==> src/rtl/adcfifo_frame_pkg.sv <==
// Shared types and helpers for the ADC FIFO read-side frame sequencer.
package adcfifo_frame_pkg;

  localparam int unsigned DATA_W = 16;
  localparam int unsigned CNT_W  = 7;

  typedef enum logic [1:0] {
    StIdle,
    StHdr,
    StData,
    StCsum
  } state_e;

  // Header word: tag in the upper byte, low byte of the frame counter below it.
  function automatic logic [DATA_W-1:0] build_hdr(input logic [7:0] tag,
                                                   input logic [7:0] cnt_lo);
    return {tag, cnt_lo};
  endfunction

endpackage

==> src/rtl/adcfifo_frame_skid.sv <==
// Small synchronous circular FIFO that absorbs FIFO read data returning after RE.
module adcfifo_frame_skid #(
  parameter int unsigned DEPTH = 2,
  parameter int unsigned WIDTH = 16,
  localparam int unsigned PTR_W = (DEPTH > 1) ? $clog2(DEPTH) : 1,
  localparam int unsigned OCC_W = $clog2(DEPTH + 1)
) (
  input  logic             i_clk,
  input  logic             i_reset,
  input  logic             i_push,
  input  logic [WIDTH-1:0] i_data,
  input  logic             i_pop,
  output logic [WIDTH-1:0] o_head,
  output logic [OCC_W-1:0] o_count,
  output logic             o_empty
);

  logic [WIDTH-1:0] r_mem [DEPTH];
  logic [PTR_W-1:0] r_wr_ptr;
  logic [PTR_W-1:0] r_rd_ptr;
  logic [OCC_W-1:0] r_count;
  logic             w_do_push;
  logic             w_do_pop;

  function automatic logic [PTR_W-1:0] ptr_inc(input logic [PTR_W-1:0] p);
    return (p == PTR_W'(DEPTH - 1)) ? '0 : p + 1'b1;
  endfunction

  assign w_do_pop  = i_pop && (r_count != '0);
  assign w_do_push = i_push && ((r_count < OCC_W'(DEPTH)) || w_do_pop);

  always_ff @(posedge i_clk) begin
    if (i_reset) begin
      r_wr_ptr <= '0;
      r_rd_ptr <= '0;
      r_count  <= '0;
    end else begin
      if (w_do_push) begin
        r_wr_ptr <= ptr_inc(r_wr_ptr);
      end
      if (w_do_pop) begin
        r_rd_ptr <= ptr_inc(r_rd_ptr);
      end
      r_count <= r_count + OCC_W'(w_do_push) - OCC_W'(w_do_pop);
    end
  end

  // Storage needs no reset; occupancy alone decides what is valid.
  always_ff @(posedge i_clk) begin
    if (w_do_push) begin
      r_mem[r_wr_ptr] <= i_data;
    end
  end

  assign o_head  = r_mem[r_rd_ptr];
  assign o_count = r_count;
  assign o_empty = (r_count == '0);

endmodule

==> src/rtl/adcfifo_frame_ctrl.sv <==
// Read-side sequencer: drains one frame from the ADC FIFO and emits header, samples
// and checksum on a valid/ready stream; tracks sticky FIFO errors and frame count.
module adcfifo_frame_ctrl
  import adcfifo_frame_pkg::*;
#(
  parameter int unsigned FRAME_LEN = 32,
  parameter int unsigned RD_LAT    = 1,
  parameter logic [7:0]  HDR_TAG   = 8'hA5
) (
  input  logic              i_clk,
  input  logic              i_reset,
  input  logic              i_enable,
  input  logic              i_fifo_empty,
  input  logic [CNT_W-1:0]  i_fifo_rdcnt,
  input  logic [DATA_W-1:0] i_fifo_q,
  input  logic              i_fifo_overflow,
  input  logic              i_fifo_underflow,
  output logic              o_fifo_re,
  output logic [DATA_W-1:0] o_out_data,
  output logic              o_out_valid,
  input  logic              i_out_ready,
  output logic              o_out_sof,
  output logic              o_out_eof,
  output logic [15:0]       o_frame_cnt,
  output logic              o_err_ovf,
  output logic              o_err_unf,
  input  logic              i_err_clr,
  output logic              o_busy
);

  localparam int unsigned SKID_DEPTH = RD_LAT + 1;
  localparam int unsigned OCC_W      = $clog2(SKID_DEPTH + 1);
  localparam int unsigned CRD_W      = 4;

  state_e            r_state;
  state_e            w_state_nxt;
  logic [CNT_W-1:0]  r_reads;
  logic [CNT_W-1:0]  r_words;
  logic [RD_LAT-1:0] r_rd_pipe;
  logic [DATA_W-1:0] r_csum;
  logic [15:0]       r_frame_cnt;
  logic              r_err_ovf;
  logic              r_err_unf;

  logic              w_start;
  logic              w_can_read;
  logic              w_re;
  logic              w_pop;
  logic              w_out_valid;
  logic              w_out_sof;
  logic              w_out_eof;
  logic [DATA_W-1:0] w_out_data;
  logic [DATA_W-1:0] w_skid_head;
  logic [OCC_W-1:0]  w_skid_cnt;
  logic              w_skid_empty;
  logic [CRD_W-1:0]  w_in_flight;
  logic [CRD_W-1:0]  w_credit_used;

  adcfifo_frame_skid #(
    .DEPTH (SKID_DEPTH),
    .WIDTH (DATA_W)
  ) u_skid (
    .i_clk   (i_clk),
    .i_reset (i_reset),
    .i_push  (r_rd_pipe[RD_LAT-1]),
    .i_data  (i_fifo_q),
    .i_pop   (w_pop),
    .o_head  (w_skid_head),
    .o_count (w_skid_cnt),
    .o_empty (w_skid_empty)
  );

  always_comb begin
    w_in_flight = '0;
    for (int i = 0; i < RD_LAT; i++) begin
      w_in_flight = w_in_flight + CRD_W'(r_rd_pipe[i]);
    end
  end

  assign w_start = i_enable && (i_fifo_rdcnt >= CNT_W'(FRAME_LEN));
  assign w_pop   = (r_state == StData) && !w_skid_empty && i_out_ready;

  // Words in flight plus buffered, net of this cycle's pop, must leave room in the skid.
  assign w_credit_used = w_in_flight + CRD_W'(w_skid_cnt) - CRD_W'(w_pop);
  assign w_can_read    = (r_reads < CNT_W'(FRAME_LEN)) && !i_fifo_empty &&
                         (w_credit_used < CRD_W'(RD_LAT + 1));

  always_comb begin
    w_state_nxt = r_state;
    w_re        = 1'b0;
    w_out_valid = 1'b0;
    w_out_sof   = 1'b0;
    w_out_eof   = 1'b0;
    w_out_data  = '0;
    unique case (r_state)
      StIdle: begin
        if (w_start) begin
          w_state_nxt = StHdr;
          w_re        = w_can_read;
        end
      end
      StHdr: begin
        w_out_valid = 1'b1;
        w_out_sof   = 1'b1;
        w_out_data  = build_hdr(HDR_TAG, r_frame_cnt[7:0]);
        w_re        = w_can_read;
        if (i_out_ready) begin
          w_state_nxt = StData;
        end
      end
      StData: begin
        w_out_valid = !w_skid_empty;
        w_out_data  = w_skid_head;
        w_re        = w_can_read;
        if (w_pop && (r_words == CNT_W'(FRAME_LEN - 1))) begin
          w_state_nxt = StCsum;
        end
      end
      StCsum: begin
        w_out_valid = 1'b1;
        w_out_eof   = 1'b1;
        w_out_data  = r_csum;
        if (i_out_ready) begin
          w_state_nxt = StIdle;
        end
      end
      default: w_state_nxt = StIdle;
    endcase
  end

  always_ff @(posedge i_clk) begin
    if (i_reset) begin
      r_state     <= StIdle;
      r_rd_pipe   <= '0;
      r_reads     <= '0;
      r_words     <= '0;
      r_csum      <= '0;
      r_frame_cnt <= '0;
      r_err_ovf   <= 1'b0;
      r_err_unf   <= 1'b0;
    end else begin
      r_state   <= w_state_nxt;
      r_rd_pipe <= (r_rd_pipe << 1) | RD_LAT'(w_re);

      if (r_state == StIdle) begin
        r_reads <= CNT_W'(w_re);
      end else if (w_re) begin
        r_reads <= r_reads + 1'b1;
      end

      if (r_state != StData) begin
        r_words <= '0;
      end else if (w_pop) begin
        r_words <= r_words + 1'b1;
      end

      if ((r_state == StIdle) && w_start) begin
        r_csum <= '0;
      end else if (w_pop) begin
        r_csum <= r_csum + w_skid_head;
      end

      if ((r_state == StCsum) && i_out_ready) begin
        r_frame_cnt <= r_frame_cnt + 16'd1;
      end

      // A new error pulse outranks a clear in the same cycle.
      if (i_fifo_overflow) begin
        r_err_ovf <= 1'b1;
      end else if (i_err_clr) begin
        r_err_ovf <= 1'b0;
      end
      if (i_fifo_underflow) begin
        r_err_unf <= 1'b1;
      end else if (i_err_clr) begin
        r_err_unf <= 1'b0;
      end
    end
  end

  assign o_fifo_re   = w_re && !i_reset;
  assign o_out_valid = w_out_valid && !i_reset;
  assign o_out_sof   = w_out_sof && !i_reset;
  assign o_out_eof   = w_out_eof && !i_reset;
  assign o_out_data  = i_reset ? '0 : w_out_data;
  assign o_frame_cnt = i_reset ? '0 : r_frame_cnt;
  assign o_err_ovf   = r_err_ovf && !i_reset;
  assign o_err_unf   = r_err_unf && !i_reset;
  assign o_busy      = (r_state != StIdle) && !i_reset;

endmodule
==> config.mk <==
export PLATFORM = sky130hd
export DESIGN_NAME = adcfifo_frame_ctrl
export DESIGN_NICKNAME = d
export VERILOG_FILES = /design/src/rtl/adcfifo_frame_pkg.sv /design/src/rtl/adcfifo_frame_skid.sv /design/src/rtl/adcfifo_frame_ctrl.sv
export SDC_FILE = /design/constraint.sdc
export NUM_CORES = 1
export LEC_CHECK = 0
export CAP_MARGIN = 0
export CORE_MARGIN = 3
export CORE_UTILIZATION = 41
export DETAILED_ROUTE_END_ITERATION = 16
export MAX_ROUTING_LAYER = met4
export PLACE_DENSITY_LB_ADDON = 0.08
export SYNTH_ARGS = -nofsm -noshare
export SYNTH_HDL_FRONTEND = slang
export SYNTH_SLANG_ARGS = --single-unit
==> constraint.sdc <==
create_clock -name i_clk -period 8.61 [get_ports i_clk]
set_input_delay 1.722 -clock i_clk [delete_from_list [all_inputs] [get_ports i_clk]]
set_output_delay 1.722 -clock i_clk [all_outputs]
set_load 0.05 [all_outputs]
After elaboration in Yosys (flattened, before gate mapping)
Memory sizes are Yosys's and may differ from the RTL's. A register that Yosys moved wholly into a read port is not among the register bits.
Index checks and enable logic that the tools add are counted.
{ "totals": {"inputBits": 31, "out_inout_bits": 39, "elab_cells": 94, "ramBits": 32, "register_bits": 55, "n_memories": 1} }
{ "op_classes": {"order_cmp": 4, "reduce_logical": 34, "eq_ne": 9, "add_sub_neg": 10, "muxes": 24} }
{ "mem_list": {"columns": ["name", "depth", "width", "rd", "rd_ports_with_merged_regs", "wr", "line", "text"], "rows": [
  ["u_skid.r_mem", 2, 16, 1, 1, 1, "adcfifo_frame_skid.sv:18", "logic [WIDTH-1:0] r_mem [DEPTH];"]
]} }
{ "op_table": {"columns": ["cell", "count"], "rows": [
  ["$pmux W16 S3", 1],
  ["$mux W16", 2],
  ["$logic_and A1 B1 Y1", 17],
  ["$add A16 B1 Y16 const B", 1],
  ["$add A16 B16 Y16", 1],
  ["$add A7 B1 Y7 const B", 2],
  ["$mux W1", 14],
  ["$reduce_bool A2 Y1", 5],
  ["$reduce_or A2 Y1", 5],
  ["$mux W2", 4],
  ["$ne A2 B2 Y1 const B", 4],
  ["$pmux W2 S4", 1],
  ["$eq A7 B5 Y1 const B", 1],
  ["$ge A7 B6 Y1 const B", 1],
  ["$lt A7 B6 Y1 const B", 1],
  ["$eq A2 B2 Y1 const B", 2],
  ["$logic_not A2 Y1", 2],
  ["$lt A4 B2 Y1 const B", 1],
  ["$pmux W1 S2", 2],
  ["$reduce_and A4 Y1", 1],
  ["$sub A3 B1 Y4", 1],
  ["$add A1 B2 Y3", 1],
  ["$logic_not A1 Y1", 3],
  ["$add A1 B1 Y1 const B", 2],
  ["other kinds (6)", 6]
]} }

Depth between registers and ports, before layout
Gate-level depths: netlist of run 1.
{ "depth": {"ltp_word": 11, "ltp_mapped": 12, "mapped_depth_nobuf": 12} }

Hierarchy
Synthesis of run 1 repeated with hierarchy kept, for this count alone.
{ "hier_totals": {"hier_cells": 491, "hier_area_um2": 4798.4} }
{ "modules_own_cells": {"columns": ["module", "seq_area_each_um2", "area_each_um2", "n_inst", "cells_each"], "rows": [
  ["adcfifo_frame_ctrl", 1021.0, 3350.7, 1, 416],
  ["adcfifo_frame_skid", 1061.0, 1447.6, 1, 75]
]} }

Worst setup path before layout of run 1
Ideal clock, no wire load.
{ "synth_path": {"path_kind": "input port to output port", "start": "in i_out_ready", "end": "out o_fifo_re", "arrival_ps": 4475, "t_required_ps": 6888, "path_buffers": 1, "cell_stages": 8, "slack_ps": 2413, "path_cell_list": "o211ai_4 -> clkbuf_1 -> nand2_1 -> a21boi_0 -> fa_1 -> or4_4 -> nor4_4 -> nor2b_1"} }
{ "synth_via": {"elab_chain_len": 7} }
{ "synth_lines": {"columns": ["element", "line", "text"], "rows": [
  ["start, declared", "adcfifo_frame_ctrl.sv:21", "input logic i_out_ready,"],
  ["$logic_and A1 B1 Y1 *", "adcfifo_frame_ctrl.sv:81", "assign w_pop = (r_state == StData) && !w_skid_empty && i_out_ready;"],
  ["$sub A3 B1 Y4 *", "adcfifo_frame_ctrl.sv:84", "assign w_credit_used = w_in_flight + CRD_W'(w_skid_cnt) - CRD_W'(w_pop);"],
  ["$lt A4 B2 Y1 *", "adcfifo_frame_ctrl.sv:86", "(w_credit_used < CRD_W'(RD_LAT + 1));"],
  ["$logic_and A1 B1 Y1 *", "adcfifo_frame_ctrl.sv:85", "assign w_can_read = (r_reads < CNT_W'(FRAME_LEN)) && !i_fifo_empty &&"],
  ["$mux W1", "adcfifo_frame_ctrl.sv:97", "if (w_start) begin"],
  ["$pmux W1 S2 *", "adcfifo_frame_ctrl.sv:95", "unique case (r_state)"],
  ["$logic_and A1 B1 Y1 *", "adcfifo_frame_ctrl.sv:181", "assign o_fifo_re = w_re && !i_reset;"],
  ["end, declared", "adcfifo_frame_ctrl.sv:18", "output logic o_fifo_re,"]
]} }
Mark *: on every way between the ends. The rest lies on a longest branch, timed or not.

Worst setup path after layout of run 1
Ends and elaborated chain as after synthesis.

==> qor.yml, run 1 <==
outcome:
  status: "finished, final reports clean"
floorplan:
  die_h_um: 112
  placementRows: 38
  die_area_mm2: 0.0126
  start_util_pct: 42.4
  die_x_um: 112
  ioPinCount: 70
  core_mm2: 0.0109
sta:
  hold-worst-slack_ns: 0.478
  maxSlewHeadroom_pct: 19.6
  clock-skew-final_ns: 0.00507
  finalSetupTns_ns: 0
  layout_setup_ws_ns: 1.11
  hold_viol_final: 0
  rsz0062_at_grt: "no"
  worst_pin_slew_ns: 1.20
  setup_viol: 0
  period_needed_ns: 7.50
  maxSlewViolCount: 0
  max_freq_mhz: 133
  min_period_over_period_pct: 87.1
logic_synthesis:
  synth_seq_cells: 88
  ys_top_cells_by_count: "56 x dfxtp_1, 56 x nor2_1, 40 x nand2_1, 32 x edfxtp_1, 25 x nor2b_1"
  synth-edff-count: 32
  yosys.area.top_type: "dfxtp_1"
  async_flop_share_pct: 0
  ys_top_cells_by_area: "dfxtp_1 24%, edfxtp_1 21%, ha_1 6.5%, nor2_1 4.5%, xor2_1 4.0%"
  ys_seq_area_share_pct: 44.9
  synth_warnings: 0
  syn_area_mm2: 0.00463
  synth_cell_types: 51
  syn_area_per_cell_um2: 9.56
  synth_top_area_share_pct: 24.2
  synth_fp_nets: 542
  netlist_instances: 485
  ys.flop_type: "dfxtp_1"
cts:
  post_cts_buffers: 0
  numCtsBuffers: 9
  cts.repair.resized: 0
  clk_latency_ns: 0.33
  cts.sinks: 88
  clk_pin_slew_ns: 0.06
  cts_htree_levels: 3
  holdBufCountCts: 0
  cts-root-buf: "clkbuf_16"
  clock_tree.buffer_depth: 2
  cts_tree: "done"
critical_path:
  cp-start-kind: "input pin"
  endpoint: "o_fifo_re"
  r2r_slack_ns: 4.58
  endpoint_kind: "output pin"
  startpoint: "i_out_ready"
  reg2reg_to: "r_reads[4]"
  worst_path_most_repeated_cell: "clkdlybuf4s50_1"
  required_ns: 6.89
  slowest_delay_ns: 0.81
  path_max_fanout: 28
  crit_type: "in -> out"
  cp.arrival_ns: 5.78
  reg2reg_depth: 12
  cp.depth: 10
  r2r-start: "r_state[1]"
  path_cells: "clkdlybuf4s50_1, o211ai_4, inv_2, nand2_1, a21boi_0, fa_1, or4_4, nor4_4, nor2b_1, clkdlybuf4s50_1"
  cp_num_buf_inv: 3
  path_delay_family: "buffers and inverters"
  critPathSlowestCell: "clkdlybuf4s50_1"
grt:
  antenna_found_initial: 0
  grt_overflow: 0
  grt_pass1_wl_mm: 17.7
  grt_pass1_vias: 3518
  grt_usage_pct: 18.1
  grt_max_degree: 54
power:
  irDropWorstVdd_mv: 0.147
  powerDensity_mw_per_mm2: 211
  leakage_nw: 2.03
finish:
  fillers: 1029
  syn2layout_area_growth_pct: 22.1
  instances_no_fill: 684
  post_route_cells_drive_above_1_share_pct: 7.72
  final_net_count: 596
  antenna_cells: 0
hold_path:
  hold_path.class: "reg -> reg"
placed_design:
  dp.cells: 668
  place_congestion: 0.851
  dpl_worst_slack_ns: 1.10
  port_buffers: 64
  hpwl_mm: 7.46
route:
  drt_pass1_iterations: 5
  wirelength_mm: 10.8
  wl_per_cell_um: 15.9
  vias: 3662
  drt_iter0_drc: 239
  drc_errors: 0
  final_antenna_net_count: 0
  avgViaCountPerCell: 5.35
flow_run:
  drv_cap: 0
per-layer routing:
| metal | routed length (µm) | track usage [%] |
|---|---|---|
| met5 | 0 | - |
| met4 | 108 | 6.57 |
| met3 | 447 | 2.80 |
| met2 | 4870 | 26.4 |
| met1 | 5420 | 25.7 |
metrics by stage:
| step | utilization [%] | cell area [µm²] | total power (W) |
|---|---|---|---|
| 2_1_floorplan | - | 4630 | 0.000723 |
| 3_3_place_gp | 49.1 | 5370 | 0.000822 |
| 3_5_place_dp | 49.1 | 5370 | 0.000828 |
| 4_1_cts | 51.7 | 5660 | 0.00121 |
| 5_1_grt | 51.7 | 5660 | 0.00126 |
| 6_report | 51.7 | 5660 | 0.00119 |
area by class of cell:
cell class | count | area, µm² | area share, %
Multi-Input combinational cell | 359 | 2400 | 42.5
Sequential cell | 88 | 2080 | 36.8
Timing Repair Buffer | 66 | 651 | 11.5
Clock buffer | 9 | 225 | 3.98
Tap cell | 140 | 175 | 3.10
Clock inverter | 7 | 62.6 | 1.11
Inverter | 15 | 56.3 | 0.995
power by group:
group / leakage (nW) / switching [W] / internal (W) / total [W]
logic: 1.15 / 0.000216 / 0.000115 / 0.000331
registers: 0.743 / 0.0000201 / 0.000465 / 0.000485
clock network: 0.135 / 0.000156 / 0.000221 / 0.000377
total: 2.03 / 0.000392 / 0.000801 / 0.00119
layout by cell type (no fill, tap or decap), types with 21 or more instances in the layout:
cell type,instances
a21oi_1,23
dfxtp_1,56
xor2_1,21
nor2b_1,24
edfxtp_1,32
clkdlybuf4s50_1,63
nand3_1,24
ha_1,24
nor2_1,56
nand2_1,40
sequential cells by signal (all words and copies together), names as in the netlist, named ones only:
register,count
r_csum,16
r_err_ovf,1
r_err_unf,1
r_frame_cnt,16
r_rd_pipe,1
r_reads,7
r_state,2
r_words,7
u_skid.o_count,2
u_skid.r_mem,32
u_skid.r_rd_ptr,1
u_skid.r_wr_ptr,1
logic make-up (layout without fill, tap and decap cells):
| logic type | Yosys count | count (layout) | share of synthesized area, % |
|---|---|---|---|
| and+or+nand+nor | 192 | 192 | 20.4 |
| DFF | 88 | 88 | 44.9 |
| AOI/OAI and AO/OA | 86 | 86 | 12.7 |
| buffers and inverters | 38 | 97 | 3.24 |
| xor gates and xnor gates | 35 | 35 | 6.61 |
| adders and majority gates | 26 | 26 | 7.34 |
| muxes | 20 | 20 | 4.75 |
worst min path at each step:
stage | cells after the start | endpoint | from | slack [ns]
2_1_floorplan | 2 | r_reads[5] | r_reads[5] | 0.44
3_3_place_gp | 2 | r_csum[0] | r_csum[0] | 0.46
3_5_place_dp | 2 | r_csum[2] | r_csum[2] | 0.47
4_1_cts | 2 | r_csum[14] | r_csum[14] | 0.48
5_1_grt | 1 | r_reads[6] | r_reads[6] | 0.50
6_report | 2 | r_err_ovf | r_err_ovf | 0.48
worst reg2reg max path: stages (launching register included):
cell      delay [ns]
dfxtp_1         0.53
ha_1            0.21
buf_4           0.28
o211ai_4        0.34
inv_2           0.42
nand2_1         0.15
a21boi_0        0.26
fa_1            0.46
or4_4           0.50
nor4_4          0.37
nand4_1         0.18
xor2_1          0.15
nor2_1          0.05
Power figures use the tool's default switching activity.
==> inputs of run 2 (changes only) <==
ABC_CLOCK_PERIOD_IN_PS = 8610   (was unset)
==> results of run 2 <==
The final DEF is identical to that of run 1; final timing and power are the same.
==> inputs of run 3 (changes only) <==
GPL_ROUTABILITY_DRIVEN = 0   (was unset)
PLACE_DENSITY = 0.73   (was unset)
PLACE_DENSITY_LB_ADDON = unset   (was 0.08)
==> qor.yml, run 3 (synthesized netlist as in run 1, its figures left out) <==
grt:
  grt_max_degree: 54  # unchanged
  grt_pass1_wl_mm: 17.3  # was 17.7 mm
  top_usage_layer: "met2"  # unchanged
  grt_usage_pct: 17.4  # was 18.1%
  gr-usage-met2_pct: 27.1  # was 26.4%
  antenna_found_initial: 0  # unchanged
  grt_pass1_vias: 3642  # was 3518
  met3_usage_pct: 3.56  # was 2.80%
  gr-usage-met1_pct: 22.1  # was 25.7%
  grt_overflow: 0  # unchanged
finish:
  fillers: 978  # was 1029
  postLayoutCellArea_mm2: 0.00569  # was 0.00566 mm²
  final_common_cell: "clkdlybuf4s50_1"  # unchanged
  post_route_cells_drive_above_1_share_pct: 7.37  # was 7.72%
  top_regs: "u_skid.r_mem: 32 flops, r_csum: 16 flops, r_frame_cnt: 16 flops"  # unchanged
  final_cell_mix: "63 x clkdlybuf4s50_1, 56 x nor2_1, 56 x dfxtp_1"  # unchanged
  final_net_count: 595  # was 596
  instances_no_fill: 683  # was 684
  antenna_cells: 0  # unchanged
  regMostFlops: "u_skid.r_mem"  # unchanged
  largest_reg_flops: 32  # unchanged
  syn2layout_area_growth_pct: 22.8  # was 22.1%
cts:
  cts.sinks: 88  # unchanged
  clk_latency_ns: 0.34  # was 0.33 ns
  numCtsBuffers: 9  # unchanged
  cts-root-buf: "clkbuf_16"  # unchanged
  clock_tree.buffer_depth: 2  # unchanged
  cts.repair.resized: 0  # unchanged
  post_cts_buffers: 0  # unchanged
  holdBufCountCts: 0  # unchanged
  cts_tree: "done"  # unchanged
  clk_pin_slew_ns: 0.06  # about the same
  cts_htree_levels: 3  # unchanged
outcome:
  status: "finished, final reports clean"  # unchanged
critical_path:
  crit_type: "in -> out"  # unchanged
  cp.arrival_ns: 5.76  # was 5.78 ns
  cp-start-kind: "input pin"  # unchanged
  endpoint_kind: "output pin"  # unchanged
  path_max_fanout: 28  # unchanged
  required_ns: 6.89  # about the same
placed_design:
  port_buffers: 64  # unchanged
  hpwl_mm: 7.17  # was 7.46 mm
  dp.cells: 667  # was 668
  dpl_worst_slack_ns: 1.08  # was 1.10 ns
  postPlaceCellArea_mm2: 0.00536  # was 0.00537 mm²
sta:
  finalSetupTns_ns: 0  # unchanged
  rsz0062_at_grt: "no"  # unchanged
  min_period_over_period_pct: 86.9  # was 87.1%
  max_freq_mhz: 134  # was 133 MHz
  worst_pin_slew_ns: 1.09  # was 1.20 ns
  maxSlewViolCount: 0  # unchanged
  layout_setup_ws_ns: 1.13  # was 1.11 ns
  clock-skew-final_ns: 0.00630  # was 0.00507 ns
  setup_viol: 0  # unchanged
  maxSlewHeadroom_pct: 27.0  # was 19.6%
  period_needed_ns: 7.48  # was 7.50 ns
  hold_viol_final: 0  # unchanged
route:
  wl_per_cell_um: 15.3  # was 15.9 µm
  drc_errors: 0  # unchanged
  drt_iter0_drc: 319  # was 239
  avgViaCountPerCell: 5.50  # was 5.35
  vias: 3754  # was 3662
  final_antenna_net_count: 0  # unchanged
  wirelength_mm: 10.5  # was 10.8 mm
  drt_pass1_iterations: 5  # unchanged
power:
  powerDensity_mw_per_mm2: 218  # was 211 mW/mm²
  leakage_nw: 2.05  # was 2.03 nW
  total_power_w: 0.00124  # was 0.00119 W
  irDropWorstVdd_mv: 0.126  # was 0.147 mV
floorplan:
  core_mm2: 0.0109  # unchanged
  die_area_mm2: 0.0126  # unchanged
  start_util_pct: 42.4  # unchanged
  ioPinCount: 70  # unchanged
  placementRows: 38  # unchanged
  die_x_um: 112  # unchanged
  die_h_um: 112  # unchanged
hold_path:
  hold_path.class: "reg -> reg"  # unchanged
flow_run:
  drv_cap: 0  # unchanged
## run 3: changes by cell type in the layout (fill, tap and decap cells not counted)
| cell | before | now |
|---|---|---|
| clkinv_1 | 1 | 0 |
| clkbuf_16 | 9 | 10 |
| bufinv_16 | 1 | 2 |
| clkinvlp_2 | 3 | 0 |
| nor2b_1 | 24 | 25 |
| nor2b_2 | 1 | 0 |
| buf_4 | 2 | 1 |
| clkinv_2 | 1 | 2 |
| clkbuf_1 | 0 | 1 |
## run 3: per-stage QoR
stage / hold WS (ns) / util [%]
finish: 0.475 / 52.0
global route: 0.498 / 52.0
CTS: 0.478 / 52.0
detailed placement: 0.463 / 49.0
global placement: 0.460 / 49.0
floorplan: 0.442 / -
## run 3: cell type report
| class | instances | area [µm²] | share of cell area [%] |
|---|---|---|---|
| multi-input combinational | 359 | 2400 | 42.2 |
| sequential | 88 | 2080 | 36.6 |
| timing repair buffer | 65 | 643 | 11.3 |
| clock buffer | 11 | 254 | 4.46 |
| tap | 140 | 175 | 3.08 |
| clock inverter | 5 | 78.8 | 1.38 |
| inverter | 15 | 56.3 | 0.989 |
## run 3: per-layer routing
metal,routed length [µm],vias up
met5,0,-
met4,251,0
met3,701,16
met2,4900,138
met1,4610,1763
li1,-,1837
## run 3: path summary, 6_finish.rpt
kind / start / endpoint / slack [ns] / cells after the start
worst min register to register: r_reads[6] / r_reads[6] / 0.47 / 1
worst min-delay path: r_reads[6] / r_reads[6] / 0.47 / 1
worst max-delay path: i_out_ready / o_fifo_re / 1.13 / 10
worst max register to register: r_state[1] / r_reads[4] / 4.06 / 11
## run 3: report_power, final
group	internal, W	switching (W)	total [W]
clock network	0.000271	0.000159	0.000430
logic	0.000115	0.000214	0.000329
registers	0.000464	0.0000197	0.000484
total	0.000851	0.000392	0.00124
## run 3: critical path, stage by stage
cell and delay (ns):
clkdlybuf4s50_1 0.54, o211ai_4 0.30, inv_2 0.45, nand2_1 0.15
a21boi_0 0.25, fa_1 0.45, or4_4 0.50, nor4_4 0.37
nor2b_1 0.19, clkdlybuf4s50_1 0.83
